==> config.mk <==
export PLATFORM = sky130hd
export DESIGN_NAME = hopf_update_scheduler_flat
export DESIGN_NICKNAME = d
export VERILOG_FILES = /design/src/rtl/hopf_update_scheduler_pkg.sv /design/src/rtl/hopf_update_scheduler_if.sv /design/src/rtl/hopf_update_scheduler_noise_lfsr.sv /design/src/rtl/hopf_update_scheduler.sv /design/src/flat_wrapper.sv
export SDC_FILE = /design/constraint.sdc
export NUM_CORES = 1
export LEC_CHECK = 0
export BUFFER_PORTS_ARGS = -buffer_cell sky130_fd_sc_hd__clkbuf_2
export CAP_MARGIN = 20
export CORE_MARGIN = 5
export CORE_UTILIZATION = 50
export DETAILED_ROUTE_END_ITERATION = 7
export PLACE_DENSITY = 0.68
export SYNTH_ARGS = -nofsm -noshare
export SYNTH_HDL_FRONTEND = slang
export SYNTH_SLANG_ARGS = --single-unit
==> constraint.sdc <==
create_clock -name clk -period 19 [get_ports clk]
set_input_delay 3.8 -clock clk [delete_from_list [all_inputs] [get_ports clk]]
set_output_delay 3.8 -clock clk [all_outputs]
set_load 0.02 [all_outputs]
==> src/rtl/hopf_update_scheduler_pkg.sv <==
// Shared definitions for the Hopf oscillator front-end: datapath defaults,
// sequencer state encoding and the noise LFSR feedback mask.
package hopf_pkg;

  localparam int HOPF_WIDTH = 18;
  localparam int HOPF_FRAC  = 14;

  localparam int LFSR_W = 23;
  // Right-shifting Galois form of x^23 + x^18 + 1.
  localparam logic [LFSR_W-1:0] LFSR_TAPS = 23'h420000;

  typedef enum logic [1:0] {
    ST_IDLE   = 2'd0,
    ST_WARMUP = 2'd1,
    ST_RUN    = 2'd2
  } hopf_state_t;

endpackage

==> src/rtl/hopf_update_scheduler_if.sv <==
// Configuration channel into the scheduler. valid/ready: a transfer happens on
// any rising clk edge where cfg_valid and cfg_ready are both 1; the master
// holds the payload stable while cfg_valid is high and ready is low.
interface hopf_update_scheduler_if
  import hopf_pkg::*;
#(
  parameter int WIDTH = HOPF_WIDTH
);

  logic                    cfg_valid;
  logic                    cfg_ready;
  logic signed [WIDTH-1:0] cfg_mu_dt;
  logic signed [WIDTH-1:0] cfg_omega_dt;
  logic signed [WIDTH-1:0] cfg_noise_amp;

  modport master (
    output cfg_valid,
    output cfg_mu_dt,
    output cfg_omega_dt,
    output cfg_noise_amp,
    input  cfg_ready
  );

  modport slave (
    input  cfg_valid,
    input  cfg_mu_dt,
    input  cfg_omega_dt,
    input  cfg_noise_amp,
    output cfg_ready
  );

endinterface

==> src/rtl/hopf_update_scheduler_noise_lfsr.sv <==
// 23-bit Galois LFSR for the oscillator noise source; steps once per advance
// pulse and never starts from the all-zero lock-up state.
module hopf_noise_lfsr
  import hopf_pkg::*;
#(
  parameter logic [LFSR_W-1:0] SEED = 23'h1
) (
  input  logic              clk,
  input  logic              rst,
  input  logic              advance,
  output logic [LFSR_W-1:0] lfsr_q
);

  localparam logic [LFSR_W-1:0] SAFE_SEED = (SEED == '0) ? LFSR_W'(1) : SEED;

  logic [LFSR_W-1:0] lfsr_next;

  always_comb begin
    lfsr_next = {1'b0, lfsr_q[LFSR_W-1:1]};
    if (lfsr_q[0]) begin
      lfsr_next = lfsr_next ^ LFSR_TAPS;
    end
  end

  always_ff @(posedge clk) begin
    if (rst) begin
      lfsr_q <= SAFE_SEED;
    end else if (advance) begin
      lfsr_q <= lfsr_next;
    end
  end

endmodule

==> src/rtl/hopf_update_scheduler.sv <==
// Update-rate sequencer for one stochastic Hopf oscillator: clock divider,
// warm-up/run phases, scaled LFSR noise and boundary-aligned parameter updates.
module hopf_update_scheduler
  import hopf_pkg::*;
#(
  parameter int                WIDTH        = HOPF_WIDTH,
  parameter int                FRAC         = HOPF_FRAC,
  parameter int                CLK_DIV      = 25000,
  parameter int                WARMUP_TICKS = 4000,
  parameter logic [LFSR_W-1:0] LFSR_SEED    = 23'h1
) (
  input  logic                    clk,
  input  logic                    rst,
  input  logic                    enable,
  hopf_update_scheduler_if.slave  cfg,
  output logic                    osc_clk_en,
  output logic signed [WIDTH-1:0] mu_dt,
  output logic signed [WIDTH-1:0] omega_dt,
  output logic signed [WIDTH-1:0] noise_x,
  output logic [1:0]              state,
  output logic [15:0]             tick_count
);

  localparam int                      DIV_W     = (CLK_DIV > 1) ? $clog2(CLK_DIV) : 1;
  localparam logic [DIV_W-1:0]        DIV_LAST  = DIV_W'(CLK_DIV - 1);
  localparam logic [15:0]             WARM_LAST = 16'(WARMUP_TICKS);
  localparam logic signed [WIDTH-1:0] AMP_MAX   = WIDTH'(1 << FRAC);

  hopf_state_t state_q;
  hopf_state_t state_d;

  logic [DIV_W-1:0] div_q;
  logic [15:0]      tick_q;
  logic [15:0]      tick_inc;
  logic             active;
  logic             strobe;
  logic             leaving;

  logic                    pending_q;
  logic                    cfg_fire;
  logic                    apply_cfg;
  logic signed [WIDTH-1:0] sh_mu_q;
  logic signed [WIDTH-1:0] sh_omega_q;
  logic signed [WIDTH-1:0] sh_amp_q;
  logic signed [WIDTH-1:0] amp_q;
  logic signed [WIDTH-1:0] amp_clamped;

  logic [LFSR_W-1:0]         lfsr_q;
  logic signed [WIDTH-1:0]   sample;
  logic signed [2*WIDTH-1:0] sample_ext;
  logic signed [2*WIDTH-1:0] amp_ext;
  logic signed [WIDTH-1:0]   scaled;

  assign active     = (state_q != ST_IDLE);
  assign strobe     = active && (div_q == DIV_LAST);
  assign leaving    = active && !enable;
  assign tick_inc   = (tick_q == 16'hFFFF) ? tick_q : tick_q + 16'd1;
  assign osc_clk_en = strobe;
  assign state      = state_q;
  assign tick_count = tick_q;

  // Sequencer
  always_comb begin
    state_d = state_q;
    case (state_q)
      ST_IDLE: begin
        if (enable) begin
          state_d = (WARMUP_TICKS == 0) ? ST_RUN : ST_WARMUP;
        end
      end
      ST_WARMUP: begin
        if (!enable) begin
          state_d = ST_IDLE;
        end else if (strobe && (tick_inc == WARM_LAST)) begin
          state_d = ST_RUN;
        end
      end
      ST_RUN: begin
        if (!enable) begin
          state_d = ST_IDLE;
        end
      end
      default: state_d = ST_IDLE;
    endcase
  end

  always_ff @(posedge clk) begin
    if (rst) begin
      state_q <= ST_IDLE;
    end else begin
      state_q <= state_d;
    end
  end

  // Divider and tick counter; both restart from zero on every entry from IDLE.
  always_ff @(posedge clk) begin
    if (rst) begin
      div_q  <= '0;
      tick_q <= '0;
    end else if (!active || leaving) begin
      div_q  <= '0;
      tick_q <= '0;
    end else if (strobe) begin
      div_q  <= '0;
      tick_q <= tick_inc;
    end else begin
      div_q <= div_q + DIV_W'(1);
    end
  end

  hopf_noise_lfsr #(
    .SEED (LFSR_SEED)
  ) u_lfsr (
    .clk     (clk),
    .rst     (rst),
    .advance (strobe),
    .lfsr_q  (lfsr_q)
  );

  // Amplitude is capped at unity gain so the scaled sample always fits WIDTH.
  always_comb begin
    amp_clamped = cfg.cfg_noise_amp;
    if (cfg.cfg_noise_amp[WIDTH-1]) begin
      amp_clamped = '0;
    end else if (cfg.cfg_noise_amp > AMP_MAX) begin
      amp_clamped = AMP_MAX;
    end
  end

  assign sample     = WIDTH'(lfsr_q);
  assign sample_ext = {{WIDTH{sample[WIDTH-1]}}, sample};
  assign amp_ext    = {{WIDTH{amp_q[WIDTH-1]}}, amp_q};
  assign scaled     = WIDTH'((sample_ext * amp_ext) >>> FRAC);

  always_ff @(posedge clk) begin
    if (rst) begin
      noise_x <= '0;
    end else if (!active || leaving) begin
      noise_x <= '0;
    end else if (strobe) begin
      noise_x <= (state_q == ST_RUN) ? scaled : '0;
    end
  end

  // One-deep shadow: accepted in any state, applied in IDLE or on a strobe edge,
  // where the oscillator still samples the previous values.
  assign cfg.cfg_ready = !pending_q;
  assign cfg_fire      = cfg.cfg_valid && !pending_q;
  assign apply_cfg     = pending_q && (!active || strobe);

  always_ff @(posedge clk) begin
    if (rst) begin
      pending_q  <= 1'b0;
      sh_mu_q    <= '0;
      sh_omega_q <= '0;
      sh_amp_q   <= '0;
      mu_dt      <= '0;
      omega_dt   <= '0;
      amp_q      <= '0;
    end else if (cfg_fire) begin
      pending_q  <= 1'b1;
      sh_mu_q    <= cfg.cfg_mu_dt;
      sh_omega_q <= cfg.cfg_omega_dt;
      sh_amp_q   <= amp_clamped;
    end else if (apply_cfg) begin
      pending_q <= 1'b0;
      mu_dt     <= sh_mu_q;
      omega_dt  <= sh_omega_q;
      amp_q     <= sh_amp_q;
    end
  end

endmodule
==> src/flat_wrapper.sv <==
// flat-port wrapper written by rule: the top's interface ports become plain ports
module hopf_update_scheduler_flat import hopf_pkg::*;
#(
  parameter int                WIDTH        = HOPF_WIDTH,
  parameter int                FRAC         = HOPF_FRAC,
  parameter int                CLK_DIV      = 25000,
  parameter int                WARMUP_TICKS = 4000,
  parameter logic [LFSR_W-1:0] LFSR_SEED    = 23'h1
)
  (clk, rst, enable, osc_clk_en, mu_dt, omega_dt, noise_x, state, tick_count, cfg_cfg_valid, cfg_cfg_mu_dt, cfg_cfg_omega_dt, cfg_cfg_noise_amp, cfg_cfg_ready);
  hopf_update_scheduler_if #(.WIDTH(WIDTH)) cfg_i ();
  input  logic clk;
  input  logic rst;
  input  logic enable;
  output logic osc_clk_en;
  output logic signed [WIDTH-1:0] mu_dt;
  output logic signed [WIDTH-1:0] omega_dt;
  output logic signed [WIDTH-1:0] noise_x;
  output logic [1:0] state;
  output logic [15:0] tick_count;
  input wire logic [$bits(cfg_i.cfg_valid)-1:0] cfg_cfg_valid;
  input wire logic [$bits(cfg_i.cfg_mu_dt)-1:0] cfg_cfg_mu_dt;
  input wire logic [$bits(cfg_i.cfg_omega_dt)-1:0] cfg_cfg_omega_dt;
  input wire logic [$bits(cfg_i.cfg_noise_amp)-1:0] cfg_cfg_noise_amp;
  output wire logic [$bits(cfg_i.cfg_ready)-1:0] cfg_cfg_ready;
  assign cfg_i.cfg_valid = cfg_cfg_valid;
  assign cfg_i.cfg_mu_dt = cfg_cfg_mu_dt;
  assign cfg_i.cfg_omega_dt = cfg_cfg_omega_dt;
  assign cfg_i.cfg_noise_amp = cfg_cfg_noise_amp;
  assign cfg_cfg_ready = cfg_i.cfg_ready;
  hopf_update_scheduler #(.WIDTH(WIDTH), .FRAC(FRAC), .CLK_DIV(CLK_DIV), .WARMUP_TICKS(WARMUP_TICKS), .LFSR_SEED(LFSR_SEED)) u_core (.clk(clk), .rst(rst), .enable(enable), .cfg(cfg_i), .osc_clk_en(osc_clk_en), .mu_dt(mu_dt), .omega_dt(omega_dt), .noise_x(noise_x), .state(state), .tick_count(tick_count));
endmodule
==> results of run 1 <==
## sequential cells by signal, indices dropped and copies added, names as in the netlist, 17 cells and up
name and count:
u_core.mu_dt 18, u_core.noise_x 18, u_core.amp_q 17, u_core.sh_mu_q 18, u_core.sh_omega_q 18, u_core.u_lfsr.lfsr_q 23, u_core.sh_amp_q 17, u_core.omega_dt 18
## area by class of cell
type	count	area [sq um]	area share, %
Timing Repair Buffer	143	768	4.08
Clock inverter	14	189	1.00
Inverter	379	1420	7.56
Multi-Input combinational cell	1353	11800	62.7
Sequential cell	181	3620	19.3
Clock buffer	18	439	2.33
Tap cell	455	569	3.03
## cell families after synthesis
family                     count (synthesis)  synth area share (%)
and+or+nand+nor                          730                  20.1
buffers and inverters                    485                  10.6
adders and majority gates                360                  38.3
AOI/OAI and AO/OA                        204                  6.88
DFF                                      181                  21.0
xor gates and xnor gates                  58                  2.95
muxes                                      1                0.0581
## worst max-delay path: stages (launching register included)
cell                      delay [ps]
sky130_fd_sc_hd__dfxtp_1         850
sky130_fd_sc_hd__and2_1          270
sky130_fd_sc_hd__fa_1            410
sky130_fd_sc_hd__inv_1            80
sky130_fd_sc_hd__fa_1            430
sky130_fd_sc_hd__fa_1            510
sky130_fd_sc_hd__inv_1            50
sky130_fd_sc_hd__fa_1            480
sky130_fd_sc_hd__fa_1            490
sky130_fd_sc_hd__inv_1            50
sky130_fd_sc_hd__fa_1            470
sky130_fd_sc_hd__inv_1            40
sky130_fd_sc_hd__ha_1            350
sky130_fd_sc_hd__a21oi_1         170
sky130_fd_sc_hd__o21ai_1         120
sky130_fd_sc_hd__a32o_1          330
sky130_fd_sc_hd__o31a_1          400
sky130_fd_sc_hd__or3_1           410
sky130_fd_sc_hd__a31oi_1         220
sky130_fd_sc_hd__xnor2_1         140
sky130_fd_sc_hd__o21ai_1          70
## per-layer routing
metal | track usage [%] | vias to the layer above | routed length, microns | part of all wire, %
li1 | - | 6184 | - | -
met1 | 28.9 | 6379 | 17600 | 44
met2 | 36.0 | 327 | 19100 | 47
met3 | 3.49 | 63 | 2210 | 5.5
met4 | 8.15 | 0 | 1520 | 3.7
met5 | 0 | - | 0 | 0
## report_power, final
part / total, uW / switching, uW / internal, uW
clock: 372 / 169 / 204
combinational: 37.2 / 25.2 / 12.0
sequential: 390 / 4.15 / 386
## per-stage QoR
| stage | util [%] | cell area [sq um] | hold WS, ps |
|---|---|---|---|
| after floorplan | - | 17200 | 418 |
| after global placement | 52.9 | 18100 | 431 |
| after detailed placement | 52.9 | 18100 | 440 |
| after CTS | 54.7 | 18800 | 451 |
| after global routing | 54.9 | 18800 | 467 |
| final | 54.9 | 18800 | 450 |
## cells in the final DEF, fill, tap and decap left out, types with 8 or more instances in the layout
cell type and count:
sky130_fd_sc_hd__buf_4 11, sky130_fd_sc_hd__clkbuf_2 130, sky130_fd_sc_hd__nand2_1 385, sky130_fd_sc_hd__a21oi_1 130, sky130_fd_sc_hd__dfxtp_1 181, sky130_fd_sc_hd__nor3_1 10
sky130_fd_sc_hd__nor2_1 74, sky130_fd_sc_hd__clkbuf_16 17, sky130_fd_sc_hd__a22oi_1 21, sky130_fd_sc_hd__and2_1 182, sky130_fd_sc_hd__ha_1 80, sky130_fd_sc_hd__inv_1 379
sky130_fd_sc_hd__nand4_1 13, sky130_fd_sc_hd__fa_1 280, sky130_fd_sc_hd__nor4_1 9, sky130_fd_sc_hd__xor2_1 28, sky130_fd_sc_hd__o21ai_0 13, sky130_fd_sc_hd__and3_1 9
sky130_fd_sc_hd__nand3_1 8, sky130_fd_sc_hd__xnor2_1 30
## how the worst max path moves through the flow
stage,startpoint,endpoint,slack (ps),depth (start not counted)
final,u_core.amp_q[6],u_core.noise_x[17],12530,20
after CTS,u_core.amp_q[6],u_core.noise_x[17],12550,20
after detailed placement,u_core.amp_q[6],u_core.noise_x[17],12550,20
after floorplan,u_core.amp_q[9],u_core.noise_x[17],13030,21
after global routing,u_core.amp_q[3],u_core.noise_x[17],12100,20
after global placement,u_core.amp_q[9],u_core.noise_x[17],12620,21
==> results.env, run 1 <==
DIE_AREA_SQ_UM=38300
CLOCKROOTBUFFER='sky130_fd_sc_hd__clkbuf_16'
MIN-DELAY-START='u_core.sh_omega_q[14]'
LEAKAGEPOWER_uW=0.00887
AREA_DELTA_SYNTH_FINAL_PCT=9.17
FIN_TNS_SETUP_PS=0
GLOBALROUTETOTALUTIL_PCT=21.7
TYPE_OF_THE_TIGHTEST_MIN_DELAY_CHECK='flop to flop'
CRITICAL_PATH_REQUIRED_PS=19310
SYN_AREA_PER_CELL_SQ_UM=8.54
PIN_COUNT=132
ASYNC_RESET_FF_SHARE_PCT=0
REPORT.FINAL.HOLD_VIOL_COUNT=0
INSERTION_DELAY_PS=440
LAYOUT_SETUP_WS_PS=12530
CRITICAL_PATH_STARTPOINT_CATEGORY='flop'
CTS.HOLD.BUFFERS_ADDED=0
FF2FF_PATH_DEPTH=20
BUFFERS_FROM_CLOCK_ROOT_TO_SINK_AT_MOST=2
SYNTH_FF_TYPE='sky130_fd_sc_hd__dfxtp_1'
WORST_R2R_ENDPOINT='u_core.noise_x[17]'
TIMING.CRITICAL_PATH.FANOUT_MAX=19
HTREEDEPTH=4
NETLIST-CELL-TYPE-COUNT=60
FINAL_LAYOUT_SIZE_SUFFIX_GT1_SHARE_PCT=9.20
WORSTPATHARRIVAL_PS=6790
GRT_ANTENNA_BEFORE_REPAIR=1
CTSRESIZECOUNT=0
TRITONCTS.NUM_BUFFERS=17
FINALWORSTPATHREQUIREDPERIOD_PS=6470
RSZ0062_AT_GRT='false'
POWER_DENSITY_nW_PER_UM2=42.5
SYN_AREA_SQ_UM=17200
WORST_SLEW_MARGIN_REL_PCT=29.7
SYNTH_SEQ_CELLS=181
DRC_ERRORS_LEFT=0
NUM_ROWS=68
SYNTH_TOP_AREA_SHARE_PCT=32.5
REGTOREGSETUPSLACK_PS=12530
IR_WORST_VDD_mV=0.0658
DETAIL_ROUTE.WIRELENGTH_MICRONS=40500
SYNTH_TOP_CELLS_BY_COUNT='sky130_fd_sc_hd__nand2_1, sky130_fd_sc_hd__inv_1, sky130_fd_sc_hd__fa_1, sky130_fd_sc_hd__and2_1, sky130_fd_sc_hd__dfxtp_1'
DIE_H_MICRONS=196
NUM-NETS-FINAL=2493
CRITICAL_PATH_CLASS='flop to flop'
REPORT.FINAL.SETUP_VIOL=0
YOSYS.CELL_COUNT.TOP_TYPE='sky130_fd_sc_hd__nand2_1'
WORSTHOLDPATHCELLS=2
MAXCAPVIOLCOUNT=0
CLK_PIN_SLEW_WORST_PATHS_PS=70
LAYOUT.CELLS.NON_FILLER=2543
DRT_ITER0_DRC=741
YS_SEQ_AREA_SHARE_PCT=21.0
TOTALPOWERFINAL_uW=799
FINALCRITPERIODSHARE_PCT=34.1
DIODE_INSERTION_COUNT_FOR_ANTENNA_REPAIR=0
FIN_SKEW_PS=12.2
TIMING.FMAX_MHz=154
NUMBER_OF_GLOBAL_ROUTE_VIAS_BEFORE_REPAIR=13300
DETAILEDPLACE.WORSTSLACK_PS=12550
CORE-AREA_SQ_UM=34300
DRT-VIAS-PER-INSTANCE=5.09
CTS_TREE='built'
GLOBAL_PLACEMENT_ROUTABILITY_CONGESTION=0.865
DPL.HPWL_MICRONS=31300
SYNTH_WARNINGS=0
DRTPASS1ITERATIONS=6
CRIT_PATH_END_KIND='flop'
GRT_START_MAX_NET_PINS=90
DIE_WIDTH_MICRONS=196
WORST_HOLD_PATH.ENDPOINT='u_core.omega_dt[14]'
R2R_START='u_core.amp_q[6]'
SYNTHCELLS=2019
SYN_NETS=2437
SYNTH_AREA_LEADER_CELL='sky130_fd_sc_hd__fa_1'
TIMING_MAX_TRANSITION_VIOLATIONS_FINAL=0
DPL.CELL_COUNT=2508
NUMCLOCKSINKS=181
TIGHTESTPINTRANSITION_PS=1050
PORT_BUFFERS=131
FILLERS=3149
GRT-OVFL-TOTAL=0
INITIAL_UTILIZATION_PCT=50.3
TOP_POST_SYNTHESIS_CELLS_BY_AREA='sky130_fd_sc_hd__fa_1, sky130_fd_sc_hd__dfxtp_1, sky130_fd_sc_hd__nand2_1'
OUTCOME='completed'
VIAS=13000
SYNTH_ENABLE_FLOP_CELLS=0
POST_CTS_BUFFERS=0
GRT_PASS1_WL_MICRONS=68000
ROUTED_WIRE_LENGTH_PER_INSTANCE_MICRONS=15.9
POSTROUTEANTENNANETS=0
Note: power is estimated with default switching activity, not from simulation.
==> run 2: changes to the inputs <==
PLACE_DENSITY = 0.71   (was 0.68)
clock period = 5.2 ns   (was 19 ns; I/O delays follow)
==> run 2 against run 1 <==
  * Core utilization up 6.0 points
  * Largest cell class unchanged
  * Total power increased to 3.7 times the previous value
  * Cell count increased by 6.6%
  * Critical endpoint unchanged
  * The flow now finishes with violations (setup timing)
  * Clock power rose to 3.8 times the previous value
  * Critical path type unchanged
==> results.env, run 2 (synthesis gave the netlist of run 1 again) <==
CRITICAL_PATH_REQUIRED_PS=5520  # -13790 ps
WORST_R2R_ENDPOINT='u_core.noise_x[17]'
NUM-NETS-FINAL=2660  # +6.7%
AREA_DELTA_SYNTH_FINAL_PCT=21.0
FINAL_LAYOUT_SIZE_SUFFIX_GT1_SHARE_PCT=22.2  # +13 points
CRIT_PATH_END_KIND='flop'
DETAIL_ROUTE.WIRELENGTH_MICRONS=43500  # +7.4%
CLK_PIN_SLEW_WORST_PATHS_PS=80  # about the same
WORST_SLEW_MARGIN_REL_PCT=29.3  # -0.41 points
TYPE_OF_THE_TIGHTEST_MIN_DELAY_CHECK='flop to flop'
WORSTHOLDPATHCELLS=2  # unchanged
CRITICAL_PATH_CLASS='flop to flop'
TIMING_MAX_TRANSITION_VIOLATIONS_FINAL=0  # unchanged
FILLERS=2892  # -8.2%
CRITICAL_PATH_STARTPOINT_CATEGORY='flop'
WORSTPATHARRIVAL_PS=6180  # -610 ps
LAYOUT.CELLS.NON_FILLER=2710  # +6.6%
DRTPASS1ITERATIONS=5  # -1
IR_WORST_VDD_mV=0.272  # +310%
HTREEDEPTH=4  # unchanged
FF_LATCH_AREA_SQ_UM=3700  # +2.1%
TIMING.FMAX_MHz=171  # +11%
NUMCLOCKSINKS=181  # unchanged
GLOBAL_PLACEMENT_ROUTABILITY_CONGESTION=0.885  # +2.3%
PIN_COUNT=132  # unchanged
GRT_ANTENNA_BEFORE_REPAIR=1  # unchanged
DIE_WIDTH_MICRONS=196  # unchanged
MAXCAPVIOLCOUNT=0  # unchanged
FF2FF_PATH_DEPTH=20  # unchanged
R2R_START='u_core.u_lfsr.lfsr_q[11]'
GRT_PASS1_WL_MICRONS=73700  # +8.4%
NUMBER_OF_GLOBAL_ROUTE_VIAS_BEFORE_REPAIR=15000  # +12%
DPL.CELL_COUNT=2657  # +5.9%
RSZ0062_AT_GRT='true'
ROUTED_WIRE_LENGTH_PER_INSTANCE_MICRONS=16.0  # +0.79%
DIE_H_MICRONS=196  # unchanged
TRITONCTS.NUM_BUFFERS=17  # unchanged
LEAKAGEPOWER_uW=0.00989  # +11%
GRT-OVFL-TOTAL=0  # unchanged
REPORT.FINAL.SETUP_VIOL=18  # +18
LAYOUT_SETUP_WS_PS=-655  # -13180 ps
MULTIINPUTGATEAREA_SQ_UM=12400  # +4.8%
POSTPLACECELLAREA_SQ_UM=19400  # +7.1%
NUM_ROWS=68  # unchanged
MOSTFREQUENTLAYOUTCELL='sky130_fd_sc_hd__nand2_1'
PORT_BUFFERS=131  # unchanged
CP-ENDPOINT='u_core.noise_x[17]'
CTS_TREE='built'
FINAL_CELL_MIX='sky130_fd_sc_hd__nand2_1, sky130_fd_sc_hd__inv_1, sky130_fd_sc_hd__fa_1, sky130_fd_sc_hd__and2_1, sky130_fd_sc_hd__dfxtp_1'
CLOCKROOTBUFFER='sky130_fd_sc_hd__clkbuf_16'
VIAS=13800  # +6.4%
DRT_ITER0_DRC=705  # -4.9%
DPL.HPWL_MICRONS=34200  # +9.4%
STARTPOINT='u_core.u_lfsr.lfsr_q[11]'
FIN_TNS_SETUP_PS=-8040  # -8040 ps
BUFFERS_FROM_CLOCK_ROOT_TO_SINK_AT_MOST=2  # unchanged
REPORT.FINAL.HOLD_VIOL_COUNT=0  # unchanged
FINALCRITPERIODSHARE_PCT=113  # +79 points
INSERTION_DELAY_PS=450  # about the same
FINALWORSTPATHREQUIREDPERIOD_PS=5850  # -619 ps
TOTALPOWERFINAL_uW=2950  # +270%
FIN_SKEW_PS=14.8  # +2.62 ps
GLOBALROUTETOTALUTIL_PCT=23.4  # +1.7 points
TIMING.CRITICAL_PATH.FANOUT_MAX=6  # -13
REGTOREGSETUPSLACK_PS=-650  # -13180 ps
REGMOSTFLOPS='u_core.u_lfsr.lfsr_q'
GRT_START_MAX_NET_PINS=70  # -22%
POWER_DENSITY_nW_PER_UM2=142  # +230%
DRT-VIAS-PER-INSTANCE=5.09  # -0.14%
TIGHTESTPINTRANSITION_PS=1060  # +6.10 ps
FAILED_CHECKS='setup timing'
POSTROUTEANTENNANETS=0  # unchanged
MAX_FFS_PER_REGISTER=23  # unchanged
DRC_ERRORS_LEFT=0  # unchanged
FINALINSTANCEAREA_SQ_UM=20900  # +11%
CORE-AREA_SQ_UM=34300  # unchanged
OUTCOME='finished with violations'
CTS.HOLD.BUFFERS_ADDED=0  # unchanged
INITIAL_UTILIZATION_PCT=50.3  # unchanged
DIE_AREA_SQ_UM=38300  # unchanged
-- run 2: cell count changes in the layout (fill, tap and decap cells not counted), sizes merged --
| cell | delta |
|---|---|
| clkbuf | -1 |
| diode | +1 |
| buf | +167 |
| clkinvlp | -2 |
| inv | +2 |
-- run 2: worst max-delay path: stages, from the launching register on --
cell                      delay [ps]
sky130_fd_sc_hd__dfxtp_4         380
sky130_fd_sc_hd__and2_1          180
sky130_fd_sc_hd__fa_1            530
sky130_fd_sc_hd__inv_1            60
sky130_fd_sc_hd__fa_1            520
sky130_fd_sc_hd__fa_1            530
sky130_fd_sc_hd__inv_1            50
sky130_fd_sc_hd__fa_1            450
sky130_fd_sc_hd__fa_1            490
sky130_fd_sc_hd__inv_1            50
sky130_fd_sc_hd__fa_1            470
sky130_fd_sc_hd__inv_1            60
sky130_fd_sc_hd__ha_4            240
sky130_fd_sc_hd__a21oi_2         190
sky130_fd_sc_hd__o21ai_4          90
sky130_fd_sc_hd__a32o_2          300
sky130_fd_sc_hd__o31a_1          340
sky130_fd_sc_hd__or3_4           430
sky130_fd_sc_hd__a31oi_4         140
sky130_fd_sc_hd__xnor2_1         130
sky130_fd_sc_hd__o21ai_1          80
-- run 2: what timing repair did --
item                                   in CTS  in global routing
pin swaps                                  63                 67
endpoints found under the hold margin       0                  0
buffers inserted                           18                 11
resized for setup                         134                 68
setup endpoints to repair                  18                 18
-- run 2: power by group --
group          switching [uW]  internal (uW)
Sequential               14.1           1400
Clock                     655            743
Combinational            94.9           45.8
-- run 2: layout make-up --
cell class              instances  area share (%)
inverters                     379            6.83
well taps                     455            2.73
multi-input cells            1353            59.3
flip-flops and latches        181            17.7
diodes                          1          0.0120
repair buffers                310            10.3
clock buffers                  17            2.04
clock inverters                14           0.996
-- run 2: layer usage --
layer | wire, microns | GRT usage (%) | vias up
met5 | 0 | 0 | -
met4 | 1770 | 8.77 | 0
met3 | 2760 | 5.08 | 82
met2 | 21600 | 41.0 | 384
met1 | 17300 | 28.4 | 6797
li1 | - | - | 6521
-- run 2: worst min-delay path by stage --
stage	start	to	slack (ps)
2_1_floorplan	u_core.div_q[0]	u_core.div_q[0]	420
3_5_place_dp	u_core.noise_x[13]	u_core.noise_x[13]	440
5_1_grt	u_core.sh_mu_q[6]	u_core.mu_dt[6]	460
6_report	u_core.sh_amp_q[15]	u_core.amp_q[15]	440
4_1_cts	u_core.sh_amp_q[15]	u_core.amp_q[15]	450
3_3_place_gp	u_core.div_q[0]	u_core.div_q[0]	430
-- run 2: stage by stage --
stage | worst slack (ps) | hold WS [ps] | utilization (%)
floorplan | -375 | 418 | -
global placement | -854 | 431 | 56.7
detailed placement | -889 | 441 | 56.7
CTS | -650 | 447 | 59.9
global route | -832 | 464 | 60.8
finish | -655 | 444 | 60.8
==> run 3: changes to the inputs <==
CORE_UTILIZATION = 40   (was 50)
PLACE_DENSITY = unset   (was 0.71)
==> run 3 against run 2 <==
  * The run still ends with setup timing left
  * First-iteration DRC count down 2.8%
  * Core utilization down 12 points
  * Wire length up 0.87%
  * Critical path type unchanged
  * Largest cell class unchanged
  * Largest power group unchanged
==> results.env, run 3 (synthesis gave the netlist of run 1 again) <==
IR_WORST_VDD_mV=0.284  # +4.5%
PWR-SHARE-COMB_PCT=5.0  # +0.2 points
FINAL_CORE_UTIL_PCT=49.0  # -12 points
FIN_SKEW_PS=13.9  # -0.911 ps
LAYOUT_SETUP_WS_PS=-735  # -80.1 ps
PIN_COUNT=132  # unchanged
CORE-AREA_SQ_UM=42900  # +25%
REGTOREGSETUPSLACK_PS=-730  # -80 ps
AREA_DELTA_SYNTH_FINAL_PCT=22.0
CLOCKROOTBUFFER='sky130_fd_sc_hd__clkbuf_16'
FINALCRITPERIODSHARE_PCT=114  # +1.5 points
GLOBALROUTETOTALUTIL_PCT=19.4  # -4.0 points
GLOBAL_PLACEMENT_ROUTABILITY_CONGESTION=0.846  # -4.4%
FF2FF_PATH_DEPTH=23  # +15%
REPORT.FINAL.HOLD_VIOL_COUNT=0  # unchanged
VIAS=13700  # -0.86%
GRT_PASS1_WL_MICRONS=74000  # +0.45%
POSTPLACECELLAREA_SQ_UM=19600  # +0.84%
FIN_HOLD_WS_PS=448  # +4.09 ps
TIMING.FMAX_MHz=168  # -1.3%
LONGEST_INDIVIDUAL_STAGE_DELAY_ON_THE_WORST_PATH_PS=630  # +100 ps
WORST_SLEW_MARGIN_REL_PCT=28.8  # -0.50 points
TIMING.CRITICAL_PATH.CELLS='buf_6 -> and2_4 -> fa_2 -> inv_4 -> fa_1 -> inv_2 -> fa_1 -> fa_1 -> fa_1 -> inv_2 -> fa_1 -> inv_2 -> ha_4 -> nand2_4 -> buf_6 -> nor4_4 -> and3_4 -> o31a_1 -> buf_4 -> o31a_1 -> nor2_1 -> xor2_1 -> o21ai_1'
CTS_TREE='built'
REPORT.FINAL.SETUP_VIOL=17  # -1
CRITICAL_PATH.MOST_COMMON_CELL='sky130_fd_sc_hd__fa_1'
DIE_H_MICRONS=218  # +11%
WORSTPATHARRIVAL_PS=6260  # +80 ps
STARTPOINT='u_core.amp_q[3]'
TRITONCTS.NUM_BUFFERS=17  # unchanged
ROUTED_WIRE_LENGTH_PER_INSTANCE_MICRONS=15.4  # -4.0%
WORST_R2R_ENDPOINT='u_core.noise_x[15]'
DRT_ITER0_DRC=685  # -2.8%
LAYOUT.CELLS.NON_FILLER=2848  # +5.1%
FAILED_CHECKS='setup timing'
LEAKAGEPOWER_uW=0.00986  # -0.28%
TIMING_MAX_TRANSITION_VIOLATIONS_FINAL=0  # unchanged
PORT_BUFFERS=131  # unchanged
FILLERS=4110  # +42%
POWER.SWITCHING_uW=744  # -2.6%
NUM_ROWS=76  # +12%
CRITICAL_PATH_STARTPOINT_CATEGORY='flop'
INSERTION_DELAY_PS=450  # about the same
DPL.CELL_COUNT=2780  # +4.6%
CRITICAL_PATH_REQUIRED_PS=5530  # about the same
FINAL_CELL_MIX='sky130_fd_sc_hd__nand2_1, sky130_fd_sc_hd__inv_1, sky130_fd_sc_hd__fa_1, sky130_fd_sc_hd__and2_1, sky130_fd_sc_hd__buf_4'
GRT_ANTENNA_BEFORE_REPAIR=1  # unchanged
INITIAL_UTILIZATION_PCT=40.2  # -10 points
DRT-VIAS-PER-INSTANCE=4.80  # -5.7%
CP-ENDPOINT='u_core.noise_x[15]'
RSZ0062_AT_GRT='true'
CLOCKPOWERSHARE_PCT=45.1  # -2.2 points
CLK_PIN_SLEW_WORST_PATHS_PS=70  # about the same
MAX_FFS_PER_REGISTER=23  # unchanged
POSTROUTEANTENNANETS=0  # unchanged
DRTPASS1ITERATIONS=7  # +2
CRITICAL_PATH_CLASS='flop to flop'
POWER_DENSITY_nW_PER_UM2=135  # -4.5%
DETAILEDPLACE.WORSTSLACK_PS=-1040  # -147 ps
DRC_ERRORS_LEFT=0  # unchanged
FINALWORSTPATHREQUIREDPERIOD_PS=5930  # +80.1 ps
SEQ_POWER_SHARE_PCT=49.9  # +2.0 points
MAXCAPVIOLCOUNT=0  # unchanged
TIGHTESTPINTRANSITION_PS=1060  # +7.45 ps
SLOWEST_STAGE='sky130_fd_sc_hd__fa_2'
DIE_AREA_SQ_UM=47300  # +24%
OUTCOME='finished with violations'
FINALINSTANCEAREA_SQ_UM=21000  # +0.83%
REGMOSTFLOPS='u_core.u_lfsr.lfsr_q'
DIE_WIDTH_MICRONS=218  # +11%
MOSTFREQUENTLAYOUTCELL='sky130_fd_sc_hd__nand2_1'
P_SW_SHARE_PCT=26.1  # +0.29 points
FINAL_LAYOUT_SIZE_SUFFIX_GT1_SHARE_PCT=22.3  # +0.14 points
TYPE_OF_THE_TIGHTEST_MIN_DELAY_CHECK='flop to flop'
TIMING.CRITICAL_PATH.FANOUT_MAX=5  # -1
NUMBER_OF_GLOBAL_ROUTE_VIAS_BEFORE_REPAIR=14300  # -4.7%
R2R_START='u_core.amp_q[3]'
GRT_START_MAX_NET_PINS=75  # +7.1%
DPL.HPWL_MICRONS=35100  # +2.5%
NUM-NETS-FINAL=2668  # +0.30%
BUFFERS_FROM_CLOCK_ROOT_TO_SINK_AT_MOST=2  # unchanged
CTS.HOLD.BUFFERS_ADDED=0  # unchanged
INTERNAL_CELL_POWER_uW=2100  # -4.1%
NUMCLOCKSINKS=181  # unchanged
HTREEDEPTH=4  # unchanged
GRT-OVFL-TOTAL=0  # unchanged
CRIT_PATH_END_KIND='flop'
DETAIL_ROUTE.WIRELENGTH_MICRONS=43900  # +0.87%
-- run 3: cell types whose count changed in the layout (fill, tap and decap cells not counted), moves of 6 or more --
cell / delta
sky130_fd_sc_hd__and2_4: -9
sky130_fd_sc_hd__dfxtp_4: -7
sky130_fd_sc_hd__buf_4: +10
sky130_fd_sc_hd__and2_1: +9
sky130_fd_sc_hd__dfxtp_2: +6
sky130_fd_sc_hd__buf_6: -9
-- run 3: layout make-up --
cell class / count / area (sq um) / area share, %
repair buffers: 318 / 2250 / 10.7
clock buffers: 18 / 439 / 2.09
flip-flops and latches: 181 / 3680 / 17.5
inverters: 379 / 1430 / 6.78
multi-input cells: 1353 / 12400 / 58.8
well taps: 585 / 732 / 3.48
clock inverters: 13 / 135 / 0.643
diodes: 1 / 2.50 / 0.0119
-- run 3: worst max-delay path: cells and delay by family, from the launching register on --
kind,cells,cell delay [ps]
AO/OA/AOI/OAI,3,520
XOR/XNOR,1,130
adder cells (fa/ha/maj),7,3370
buffers and inverters,7,590
flip-flops,1,370
AND/OR/NAND/NOR,5,840
-- run 3: per-stage QoR --
stage	power [uW]	TNS, ps
global placement	1590	-9810
CTS	2890	-7010
detailed placement	1600	-11280
global route	2950	-11260
finish	2840	-7800
floorplan	1530	-3290
-- run 3: worst min path at each step --
stage / from / endpoint / slack [ps] / depth (start not counted)
floorplan: u_core.div_q[0] / u_core.div_q[0] / 420 / 1
detailed placement: u_core.div_q[0] / u_core.div_q[0] / 440 / 1
global placement: u_core.div_q[0] / u_core.div_q[0] / 430 / 1
CTS: u_core.div_q[0] / u_core.div_q[0] / 450 / 1
finish: u_core.sh_amp_q[16] / u_core.amp_q[16] / 450 / 2
global route: u_core.sh_mu_q[9] / u_core.mu_dt[9] / 470 / 2
-- run 3: metal layers --
metal	track usage, %	part of all wire, %	routed length, microns	vias up
met4	6.87	3.3	1440	0
met2	32.4	49	21300	291
li1	-	-	-	6534
met5	0	0	0	-
met3	4.15	5.5	2410	64
met1	25.0	43	18700	6776
-- run 3: power by group through the flow --
stage	Sequential (uW)	Clock (uW)	Combinational [uW]
2_1_floorplan	1460	0	75.3
3_3_place_gp	1450	0	140
3_5_place_dp	1460	0	143
4_1_cts	1420	1320	145
5_1_grt	1420	1370	160
6_report	1420	1280	143
-- run 3: repair_timing --
action / in CTS / in global routing
gates resized for setup: 141 / 38
setup buffers: 25 / 10
endpoints found under the setup margin: 17 / 18
pin swaps: 84 / 35
